<file path="src/rtl/axi_rr_arbiter.sv">
// Two-requester round-robin arbiter for the shared AXI master port; holds a one-hot
// grant from request until B / last-R completion. Optional watchdog: define ARB_TIMEOUT_EN.
module axi_rr_arbiter #(
  parameter int ADDR_WID       = 32,
  parameter int DEC_MSB        = 31,
  parameter int DEC_LSB        = 26,
  parameter int TIMEOUT_CYCLES = 1024
) (
  input  logic                  aclk,
  input  logic                  aresetn,
  input  logic [1:0]            s_awvalid,
  input  logic [2*ADDR_WID-1:0] s_awaddr,
  input  logic [1:0]            s_arvalid,
  input  logic [2*ADDR_WID-1:0] s_araddr,
  input  logic                  m_bvalid,
  input  logic                  m_bready,
  input  logic                  m_rvalid,
  input  logic                  m_rready,
  input  logic                  m_rlast,
  output logic [1:0]            grant,
  output logic                  grant_wr,
  output logic                  grant_rd,
  output logic                  busy,
  output logic                  timeout_err
);

  typedef enum logic [1:0] {IDLE, WR, RD} state_t;

  if (TIMEOUT_CYCLES < 2) begin : g_param_chk
    $error("TIMEOUT_CYCLES must be at least 2");
  end

  function automatic logic decode(input logic [ADDR_WID-1:0] addr);
    return addr[DEC_MSB:DEC_LSB] == '0;
  endfunction

  state_t     state_q, state_d;
  logic       last_q, last_d;
  logic       sel_q, sel_d;
  logic [1:0] wr_hit, rd_hit, req;
  logic       pick;
  logic       done;
  logic       tmo;

  always_comb begin
    for (int i = 0; i < 2; i++) begin
      wr_hit[i] = s_awvalid[i] & decode(s_awaddr[i*ADDR_WID +: ADDR_WID]);
      rd_hit[i] = s_arvalid[i] & decode(s_araddr[i*ADDR_WID +: ADDR_WID]);
    end
  end

  assign req  = wr_hit | rd_hit;
  // With both requesting, the one not served last wins; otherwise the lone requester.
  assign pick = (req == 2'b11) ? ~last_q : req[1];
  assign done = ((state_q == WR) & m_bvalid & m_bready) |
                ((state_q == RD) & m_rvalid & m_rready & m_rlast);

`ifdef ARB_TIMEOUT_EN
  localparam int CNT_W = $clog2(TIMEOUT_CYCLES);
  logic [CNT_W-1:0] cnt_q, cnt_d;

  // Counter sits at zero in IDLE, so the first WR/RD cycle sees 0.
  always_comb begin
    cnt_d = '0;
    if (state_q != IDLE) cnt_d = cnt_q + 1'b1;
  end

  always_ff @(posedge aclk or negedge aresetn) begin
    if (!aresetn) cnt_q <= '0;
    else          cnt_q <= cnt_d;
  end

  assign tmo = (state_q != IDLE) && !done && (cnt_q == CNT_W'(TIMEOUT_CYCLES - 1));
`else
  assign tmo = 1'b0;
`endif

  always_comb begin
    state_d = state_q;
    last_d  = last_q;
    sel_d   = sel_q;
    unique case (state_q)
      IDLE: begin
        if (req != 2'b00) begin
          state_d = wr_hit[pick] ? WR : RD;
          sel_d   = pick;
          last_d  = pick;
        end
      end
      WR, RD: begin
        if (done || tmo) state_d = IDLE;
      end
      default: state_d = IDLE;
    endcase
  end

  always_ff @(posedge aclk or negedge aresetn) begin
    if (!aresetn) begin
      state_q <= IDLE;
      last_q  <= 1'b1;
      sel_q   <= 1'b0;
    end else begin
      state_q <= state_d;
      last_q  <= last_d;
      sel_q   <= sel_d;
    end
  end

  assign grant       = (state_q == IDLE) ? 2'b00 : (sel_q ? 2'b10 : 2'b01);
  assign grant_wr    = (state_q == WR);
  assign grant_rd    = (state_q == RD);
  assign busy        = (state_q != IDLE);
  assign timeout_err = tmo;

endmodule

</file>
<file path="config.mk">
export PLATFORM = sky130hd
export DESIGN_NAME = axi_rr_arbiter
export DESIGN_NICKNAME = d
export VERILOG_FILES = /design/src/rtl/axi_rr_arbiter.sv
export SDC_FILE = /design/constraint.sdc
export NUM_CORES = 1
export LEC_CHECK = 0
export CAP_MARGIN = 10
export CORE_ASPECT_RATIO = 1.25
export CORE_MARGIN = 2
export CORE_UTILIZATION = 12
export CTS_BUF_LIST = sky130_fd_sc_hd__clkbuf_2 sky130_fd_sc_hd__clkbuf_4 sky130_fd_sc_hd__clkbuf_8
export DETAILED_ROUTE_END_ITERATION = 8
export PLACE_DENSITY_LB_ADDON = 0.25
export REMOVE_ABC_BUFFERS = 1
export SYNTH_ARGS = -nofsm -noshare
export SYNTH_HDL_FRONTEND = slang
export SYNTH_SLANG_ARGS = --single-unit
</file>
<file path="constraint.sdc">
create_clock -name aclk -period 2.12 [get_ports aclk]
set_clock_uncertainty 0.1 [all_clocks]
set_input_delay 0.318 -clock aclk [delete_from_list [all_inputs] [get_ports aclk]]
set_output_delay 0.318 -clock aclk [all_outputs]
set_load 0.03 [all_outputs]
</file>
* Word-level counts from Yosys, hierarchy flattened *
Index checks and enable logic that the tools add are counted.

word-level totals
  flip-flop bits (word level) = 4
  input bits = 139
  output and inout bits = 6
  word-level logic and storage cells = 40

cells by class
  order comparisons = 1
  equality and inequality tests = 5
  multiplexer cells = 9
  bitwise gates (word level) = 12
  reduce and logical (&&, ||, !) cells = 10

operators by type and width
  operator            count
  $logic_not 6->1     4
  $mux 2              5
  $and 1x1->1         9
  $eq 2x2->1 const B  2
  $ne 2x2->1 const B  2
  $pmux 2 s2          1
  $reduce_and 2->1    2
  $reduce_bool 2->1   2
  $mux 1              3
  $eq 2x1->1 const B  1
  $logic_not 2->1     1
  $lt 1x2->1 const B  1
  $or 2x2->2          1
  $reduce_or 2->1     1
  $not 1->1           1
  $or 1x1->1          1

* Longest topological paths before layout *
Gate-level depths: netlist of the first run.

  word-level depth = 10
  depth in mapped cells = 6
  gate-level depth less buffers = 6

* Least setup slack after synthesis of the first run *
Ideal clock, no wire load.

  kind = input -> register
  start point = input s_araddr[60]
  end point = register state_q[0]
  setup time = 0.121 ns
  data arrival time = 1.762 ns
  data required time = 1.899 ns
  setup slack = 0.137 ns
  stages = 4
  path buffers = 0
  cell sequence = or4b_1 > or4_1 > o32a_1 > a22o_1

on the way
  longest elaborated chain between the ends = 10
  elaborated cells on any way between the ends = 13
  classes of those cells = eq/ne: 2; mux: 6; bitwise: 2; reduce/logical: 3

ends and longest elaborated chain
  item                                       RTL line  text
  start: declaration                         14        input logic [2*ADDR_WID-1:0] s_araddr,
  $logic_not 6->1 *                          34        return addr[DEC_MSB:DEC_LSB] == '0;
  $and 1x1->1 *                              48        rd_hit[i] = s_arvalid[i] & decode(s_araddr[i*ADDR_WID +: ADDR_WID]);
  $or 2x2->2 *                               52        assign req = wr_hit | rd_hit;
  $eq 2x2->1                                 54        assign pick = (req == 2'b11) ? ~last_q : req[1];
  $mux 1                                     54
  $mux 1 (not written as such) (2 in a row)  85        state_d = wr_hit[pick] ? WR : RD;
  $mux 2                                     85
  $mux 2                                     84        if (req != 2'b00) begin
  $pmux 2 s2                                 82        unique case (state_q)
  end signal: assignment                     103       state_q <= state_d;
  end: declaration                           37        state_t state_q, state_d;

Every way passes the cells marked *; elsewhere a longest branch is shown, timed or not. The select of a mux whose other input is x is not followed.
A chain may end at the register's enable or synchronous reset.

* Worst setup path in the final report of the first run *
  start point = input s_araddr[63]
  end point = register state_q[0]

Same word-level chain as after synthesis.

==> results.sh, run 1 <==
export IMPL_drc=0
export IMPL_hpwl_um=1119
export IMPL_worstPathRequired_ns=2.14
export IMPL_clock_latency_ns=0.24
export IMPL_finalNetCount=234
export IMPL_rows=22
export IMPL_yosys_area_top_type_share_pct=20.07
export IMPL_finalCritPeriodShare_pct=99.07
export IMPL_worstPathArrival_ns=2.12
export IMPL_finalWirelength_um=1283
export IMPL_synthAdderAreaFrac_pct=10.03
export IMPL_met1_length_um=474
export IMPL_endpoint="state_q[0]"
export IMPL_path_max_fanout=2
export IMPL_r2r_cells=6
export IMPL_cpPeakStageDelay_ns=0.51
export IMPL_synth_compound_area_share_pct=16.72
export IMPL_path_cells="dlygate4sd2_1 > or4b_4 > or4_4 > o32a_1 > a22o_1"
export IMPL_synth_top_area_cell="dfrtp_1"
export IMPL_rsz0062_at_grt="no"
export IMPL_place_gp_congestion=0.7584
export IMPL_status="finished, final reports clean"
export IMPL_clk_pin_slew_ns=0.04
export IMPL_grt_pass1_vias=534
export IMPL_syn_inst=46
export IMPL_yosys_register_bits=4
export IMPL_synth_area_leaders="dfrtp_1 20%, ha_1 10%, or4b_1 8.0%"
export IMPL_timing_setup_tns_ns=0
export IMPL_crit_start="s_araddr[63]"
export IMPL_area_growth_pct=138.5
export IMPL_p_leak_uw=0.0003670
export IMPL_met3_length_um=159
export IMPL_reg2reg_from="state_q[0]"
export IMPL_viasPerCell=4.197
export IMPL_dieArea_um2=3583
export IMPL_diodes=0
export IMPL_crit_type="primary input to flip-flop"
export IMPL_drt_iter0_markers=4
export IMPL_rr_endpoint="state_q[0]"
export IMPL_die_w_um=53.94
export IMPL_hp_class="primary input to async pin"
export IMPL_cts_tree="built"
export IMPL_finalCoreUtilization_pct=30.29
export IMPL_drive_gt1_share_pct=18.68
export IMPL_cts_buffer_depth=2
export IMPL_slowest_stage="or4b_4"
export IMPL_numCtsBuffers=3
export IMPL_finalSetupViolations=0
export IMPL_die_h_um=66.43
export IMPL_portBuffers=39
export IMPL_synth_simple_gate_area_share_pct=39.13
export IMPL_muxShareOfSynthArea_pct=0
export IMPL_wl_met2_um=649
export IMPL_cts_sinks=4
export IMPL_maxCapViolCount=0
export IMPL_grt_first_pass_wirelength_um=2049
export IMPL_antenna_found_initial=0
export IMPL_htree_levels=1
export IMPL_antenna_left=0
export IMPL_synth_cell_type_count=26
export IMPL_power_density_nw_per_um2=646.8
export IMPL_avgSynthCellArea_um2=8.133
export IMPL_peakVddDrop_uv=237.9
export IMPL_initial_core_util_pct=12.70
export IMPL_grt_max_degree=7
export IMPL_power_uw=577.0
export IMPL_core_area_um2=2945
export IMPL_maxSlewViolCount=0
export IMPL_routed_top_layer="met3"
export IMPL_synth_xor_area_share_pct=0
export IMPL_synth_warnings=0
export IMPL_cts_root_buf="clkbuf_4"
export IMPL_io_pins=145
export IMPL_start_kind="primary input"
export IMPL_dr_pass1_iters=4
export IMPL_hold_viol=0
export IMPL_fin_crit_ns=2.100
export IMPL_ys_seq_area_share_pct=27.09
export IMPL_clock_fmax_mhz=476.1
export IMPL_cp_end_kind="flip-flop"
export IMPL_r2r_slack_ns=0.58
export IMPL_wl_per_cell_um=10.10
export IMPL_grt_usage_pct=7.591
export IMPL_synth_top_family_by_area="simple AND/OR/NAND/NOR gates"
export IMPL_num_vias=533
export IMPL_netlist_area_um2=374.1
export IMPL_grt_overflow=0
-- cell families (layout without fill, tap and decap cells) --
family	after synthesis	after routing
DFF	4	4
AOI/OAI and AO/OA	9	9
adders and majority gates	3	3
buffers and inverters	5	50
other	1	1
and+or+nand+nor	24	24
-- synth_stat cells --
| cell type | n |
|---|---|
| o221ai_1 | 1 |
| ha_1 | 3 |
| nor3_1 | 1 |
| or4_1 | 2 |
| and3_1 | 1 |
| clkbuf_1 | 1 |
| conb_1 | 1 |
| or4b_1 | 3 |
| nor2_1 | 1 |
| a22o_1 | 1 |
| nand4_1 | 2 |
| and2_0 | 1 |
| nor4b_1 | 1 |
| nand3_1 | 3 |
| nor2b_1 | 1 |
| a32o_1 | 1 |
| nand2_1 | 5 |
| dfrtp_1 | 3 |
| o32a_1 | 1 |
| a21oi_1 | 1 |
| dfstp_2 | 1 |
| o21ai_1 | 1 |
| inv_1 | 3 |
| nor4_1 | 3 |
| o21ai_0 | 3 |
| buf_4 | 1 |
-- how the worst min path moves through the flow --
stage	endpoint	start	slack [ns]
6_report	sel_q	aresetn	0.19
5_1_grt	sel_q	aresetn	0.18
4_1_cts	sel_q	aresetn	0.19
3_5_place_dp	last_q	last_q	0.39
3_3_place_gp	last_q	last_q	0.38
2_1_floorplan	sel_q	aresetn	-0.08
-- routing by layer --
metal  vias up  GRT usage (%)
met5         -              0
met4         0          1.923
met3         0          2.715
met2        33          13.41
met1       232          8.288
li1        268              -
-- area by class of cell --
class / count / area (um2)
fill: 333 / 2053
multi-input combinational: 37 / 289.0
sequential: 4 / 101.3
inverter: 3 / 11.26
tap: 36 / 45.04
clock buffer: 4 / 30.03
timing repair buffer: 43 / 415.4
-- report_power, final --
group	internal, uW	total, uW	switching [uW]
clock network	83.6	117	33.8
logic	155	323	167
registers	110	137	26.8
-- sequential cells by signal, indices dropped and copies added (netlist names) --
register / count
last_q: 1
sel_q: 1
state_q: 2
-- through the flow --
stage                     instance area (um2)  worst slack (ns)  hold slack [ns]  instances
after CTS                               850.8          0.005510           0.1864        126
after floorplan                         362.8            0.1372         -0.07759         44
after global routing                    892.1          0.004460           0.1774        127
after global placement                  820.8           -0.2950           0.3790        122
final                                   892.1           0.01970           0.1862        127
after detailed placement                820.8           -0.3087           0.3884        122
-- critical path, delay by kind of cell --
| kind | cells | cell delay [ns] |
|---|---|---|
| AND/OR/NAND/NOR | 2 | 1.00 |
| buffers and inverters | 1 | 0.23 |
| AO/OA/AOI/OAI | 2 | 0.58 |
-- what timing repair did --
action,CTS,global route
resized for setup,10,8
setup buffers,0,1
hold buffers,0,0
pin swaps,4,7
setup endpoints to repair,5,2
-- layout by cell type, fill, tap and decap left out, drive strengths merged --
| master | count |
|---|---|
| nand4 | 2 |
| nand3 | 3 |
| clkdlybuf4s15 | 1 |
| o221ai | 1 |
| o21ai | 4 |
| nor2b | 1 |
| clkbuf | 4 |
| or4 | 2 |
| dfrtp | 3 |
| a22o | 1 |
| and2 | 1 |
| dfstp | 1 |
| o32a | 1 |
| ha | 3 |
| or4b | 3 |
| a21oi | 1 |
| nor3 | 1 |
| dlygate4sd2 | 6 |
| nand2 | 5 |
| buf | 4 |
| nor2 | 1 |
| nor4b | 1 |
| clkdlybuf4s50 | 31 |
| nor4 | 3 |
| dlymetal6s2s | 1 |
| inv | 3 |
| conb | 1 |
| and3 | 1 |
| a32o | 1 |
(Power assumes the default switching activity.)
==> inputs of run 2 (changes only) <==
--- a/config.mk
+++ b/config.mk
@@ -5,11 +5,12 @@
 export SDC_FILE = /design/constraint.sdc
 export NUM_CORES = 1
 export LEC_CHECK = 0
-export CAP_MARGIN = 10
+export CAP_MARGIN = 5
 export CORE_ASPECT_RATIO = 1.25
 export CORE_MARGIN = 2
 export CORE_UTILIZATION = 12
 export CTS_BUF_LIST = sky130_fd_sc_hd__clkbuf_2 sky130_fd_sc_hd__clkbuf_4 sky130_fd_sc_hd__clkbuf_8
+export CTS_CLUSTER_DIAMETER = 120
 export DETAILED_ROUTE_END_ITERATION = 8
 export PLACE_DENSITY_LB_ADDON = 0.25
 export REMOVE_ABC_BUFFERS = 1
==> results of run 2 <==
No change in the layout: final DEF, timing and power equal those of run 1.
==> inputs of run 3 (changes only) <==
--- a/config.mk
+++ b/config.mk
@@ -6,12 +6,12 @@
 export NUM_CORES = 1
 export LEC_CHECK = 0
 export CAP_MARGIN = 5
-export CORE_ASPECT_RATIO = 1.25
-export CORE_MARGIN = 2
-export CORE_UTILIZATION = 12
+export CORE_AREA = 2 2 56 58
 export CTS_BUF_LIST = sky130_fd_sc_hd__clkbuf_2 sky130_fd_sc_hd__clkbuf_4 sky130_fd_sc_hd__clkbuf_8
 export CTS_CLUSTER_DIAMETER = 120
 export DETAILED_ROUTE_END_ITERATION = 8
+export DIE_AREA = 0 0 58 60
+export DONT_BUFFER_PORTS = 1
 export PLACE_DENSITY_LB_ADDON = 0.25
 export REMOVE_ABC_BUFFERS = 1
 export SYNTH_ARGS = -nofsm -noshare
==> constraint.sdc (replaced) <==
create_clock -name aclk -period 2.6 [get_ports aclk]
set_clock_uncertainty 0.1 [all_clocks]
set_input_delay 0.39 -clock aclk [delete_from_list [all_inputs] [get_ports aclk]]
set_output_delay 0.39 -clock aclk [all_outputs]
set_load 0.03 [all_outputs]
==> results.sh, run 3 (same netlist as run 1, synthesis figures left out) <==
export IMPL_largest_register_ffs=2
export IMPL_antenna_found_initial=0
export IMPL_finalSetupViolations=0
export IMPL_cts_buffer_depth=2
export IMPL_cts_root_buf="clkbuf_4"
export IMPL_finalWirelength_um=990
export IMPL_maxSlewViolCount=0
export IMPL_area_growth_pct=18.73
export IMPL_clock_fmax_mhz=499.7
export IMPL_finalNetCount=192
export IMPL_mostFrequentLayoutCell="nand2_1"
export IMPL_most_common_layout_cells="5 x nand2_1, 4 x clkbuf_4"
export IMPL_top_register="state_q"
export IMPL_hold_viol=0
export IMPL_antenna_left=0
export IMPL_maxSlewHeadroom_pct=58.30
export IMPL_r2r_slack_ns=0.92
export IMPL_cp_end_kind="primary output"
export IMPL_clk_pin_slew_ns=0.04
export IMPL_numCtsBuffers=3
export IMPL_cts_tree="built"
export IMPL_timing_setup_tns_ns=0
export IMPL_worstPathArrival_ns=1.51
export IMPL_htree_levels=1
export IMPL_status="finished, final reports clean"
export IMPL_diodes=0
export IMPL_portBuffers=0
export IMPL_grt_max_degree=10
export IMPL_clock_latency_ns=0.23
export IMPL_path_max_fanout=9
export IMPL_rsz0062_at_grt="no"
export IMPL_cpPeakStageDelay_ns=0.51
export IMPL_initial_core_util_pct=12.89
export IMPL_rr_endpoint="state_q[0]"
export IMPL_r2r_cells=6
export IMPL_hpwl_um=877.5
export IMPL_peakVddDrop_uv=105.4
export IMPL_hp_class="primary input to async pin"
export IMPL_wl_per_cell_um=12.07
export IMPL_worstPathRequired_ns=2.11
export IMPL_grt_usage_pct=5.882
export IMPL_grt_overflow=0
export IMPL_dieArea_um2=3480
export IMPL_power_density_nw_per_um2=834.0
export IMPL_io_pins=145
export IMPL_viasPerCell=4.476
export IMPL_fin_crit_ns=2.001
export IMPL_path_cells="inv_1 > ha_1 > nor2b_1"
export IMPL_place_gp_congestion=0.5628
export IMPL_start_kind="flip-flop"
export IMPL_die_h_um=60
export IMPL_cts_sinks=4
export IMPL_maxCapViolCount=0
export IMPL_drc=0
export IMPL_worst_slew_pin_slew_ns=0.6198
export IMPL_dr_pass1_iters=4
export IMPL_slowest_stage="nor2b_1"
export IMPL_drt_iter0_markers=7
export IMPL_finalCritPeriodShare_pct=76.97
export IMPL_grt_first_pass_wirelength_um=1442
export IMPL_power_uw=370.5
export IMPL_p_leak_uw=0.0001689
export IMPL_reg_top3="state_q: 2 flops, last_q: 1 flops, sel_q: 1 flops"
export IMPL_drive_gt1_share_pct=10.20
export IMPL_num_vias=367
export IMPL_core_area_um2=2903
export IMPL_crit_type="flip-flop to primary output"
export IMPL_rows=20
export IMPL_grt_pass1_vias=308
export IMPL_die_w_um=58
export IMPL_post_cts_setup_buffers=0
export IMPL_reg2reg_from="state_q[0]"
## run 3: cell count changes in the layout (fill, tap and decap cells not counted), moves of 2 or more
cell | before | now
or4b_4 | 2 | 0
nor4_1 | 1 | 3
or4b_1 | 1 | 3
or4_1 | 0 | 2
dlygate4sd2_1 | 6 | 0
or4_4 | 2 | 0
nor4_2 | 2 | 0
clkdlybuf4s50_1 | 31 | 0
buf_4 | 4 | 0
## run 3: worst max-delay path, delay by kind of cell, from the launching register on
kind / cells / cell delay, ns
DFF: 1 / 0.38
buffers and inverters: 1 / 0.08
and+or+nand+nor: 1 / 0.51
adders and majority gates: 1 / 0.31
## run 3: cell type report
| type | instances | area (um2) |
|---|---|---|
| Clock buffer | 4 | 30.03 |
| Fill cell | 331 | 2459 |
| Inverter | 3 | 11.26 |
| Multi-Input combinational cell | 37 | 250.2 |
| Sequential cell | 4 | 101.3 |
| Tap cell | 33 | 41.29 |
| Timing Repair Buffer | 1 | 10.01 |
## run 3: metal layers
layer	GRT usage, %	vias up	share of wire, %	routed length [um]
met5	0	-	0	0
met4	3.987	0	0	0
met3	3.030	0	13	129
met2	9.253	28	49	484
met1	6.120	158	38	377
li1	-	181	-	-
## run 3: timing repair
action / 4_1_cts / 5_1_grt
hold buffers: 1 / 0
hold endpoints to repair: 4 / 0
gates resized for setup: 0 / 0
endpoints found under the setup margin: 0 / 0
## run 3: how the worst max path moves through the flow
stage,startpoint,end,depth (start not counted)
finish,state_q[0],grant[1],3
global route,state_q[1],grant[1],3
global placement,s_araddr[60],state_q[0],4
floorplan,s_araddr[60],state_q[0],4
CTS,state_q[1],grant[1],3
detailed placement,s_araddr[28],state_q[0],5
## run 3: where the power goes
part	switching, uW	leakage (uW)	internal (uW)
Combinational	115	0.000101	45.3
Clock	27.9	0.0000184	68.2
Sequential	24.4	0.0000499	89.9
Total	167	0.000169	203
## run 3: per-stage QoR
step           worst slack (ns)  hold slack, ns  std cells  util [%]  instance area (um2)
5_1_grt                  0.4924          0.3408         82     15.30                444.2
4_1_cts                  0.5757          0.3342         82     15.30                444.2
3_3_place_gp             0.4843       -0.005373         77     13.92                404.1
6_report                 0.5988          0.3364         82     15.30                444.2
3_5_place_dp             0.4580       -0.005374         77     13.92                404.1
2_1_floorplan            0.5452       -0.005591         44         -                362.8
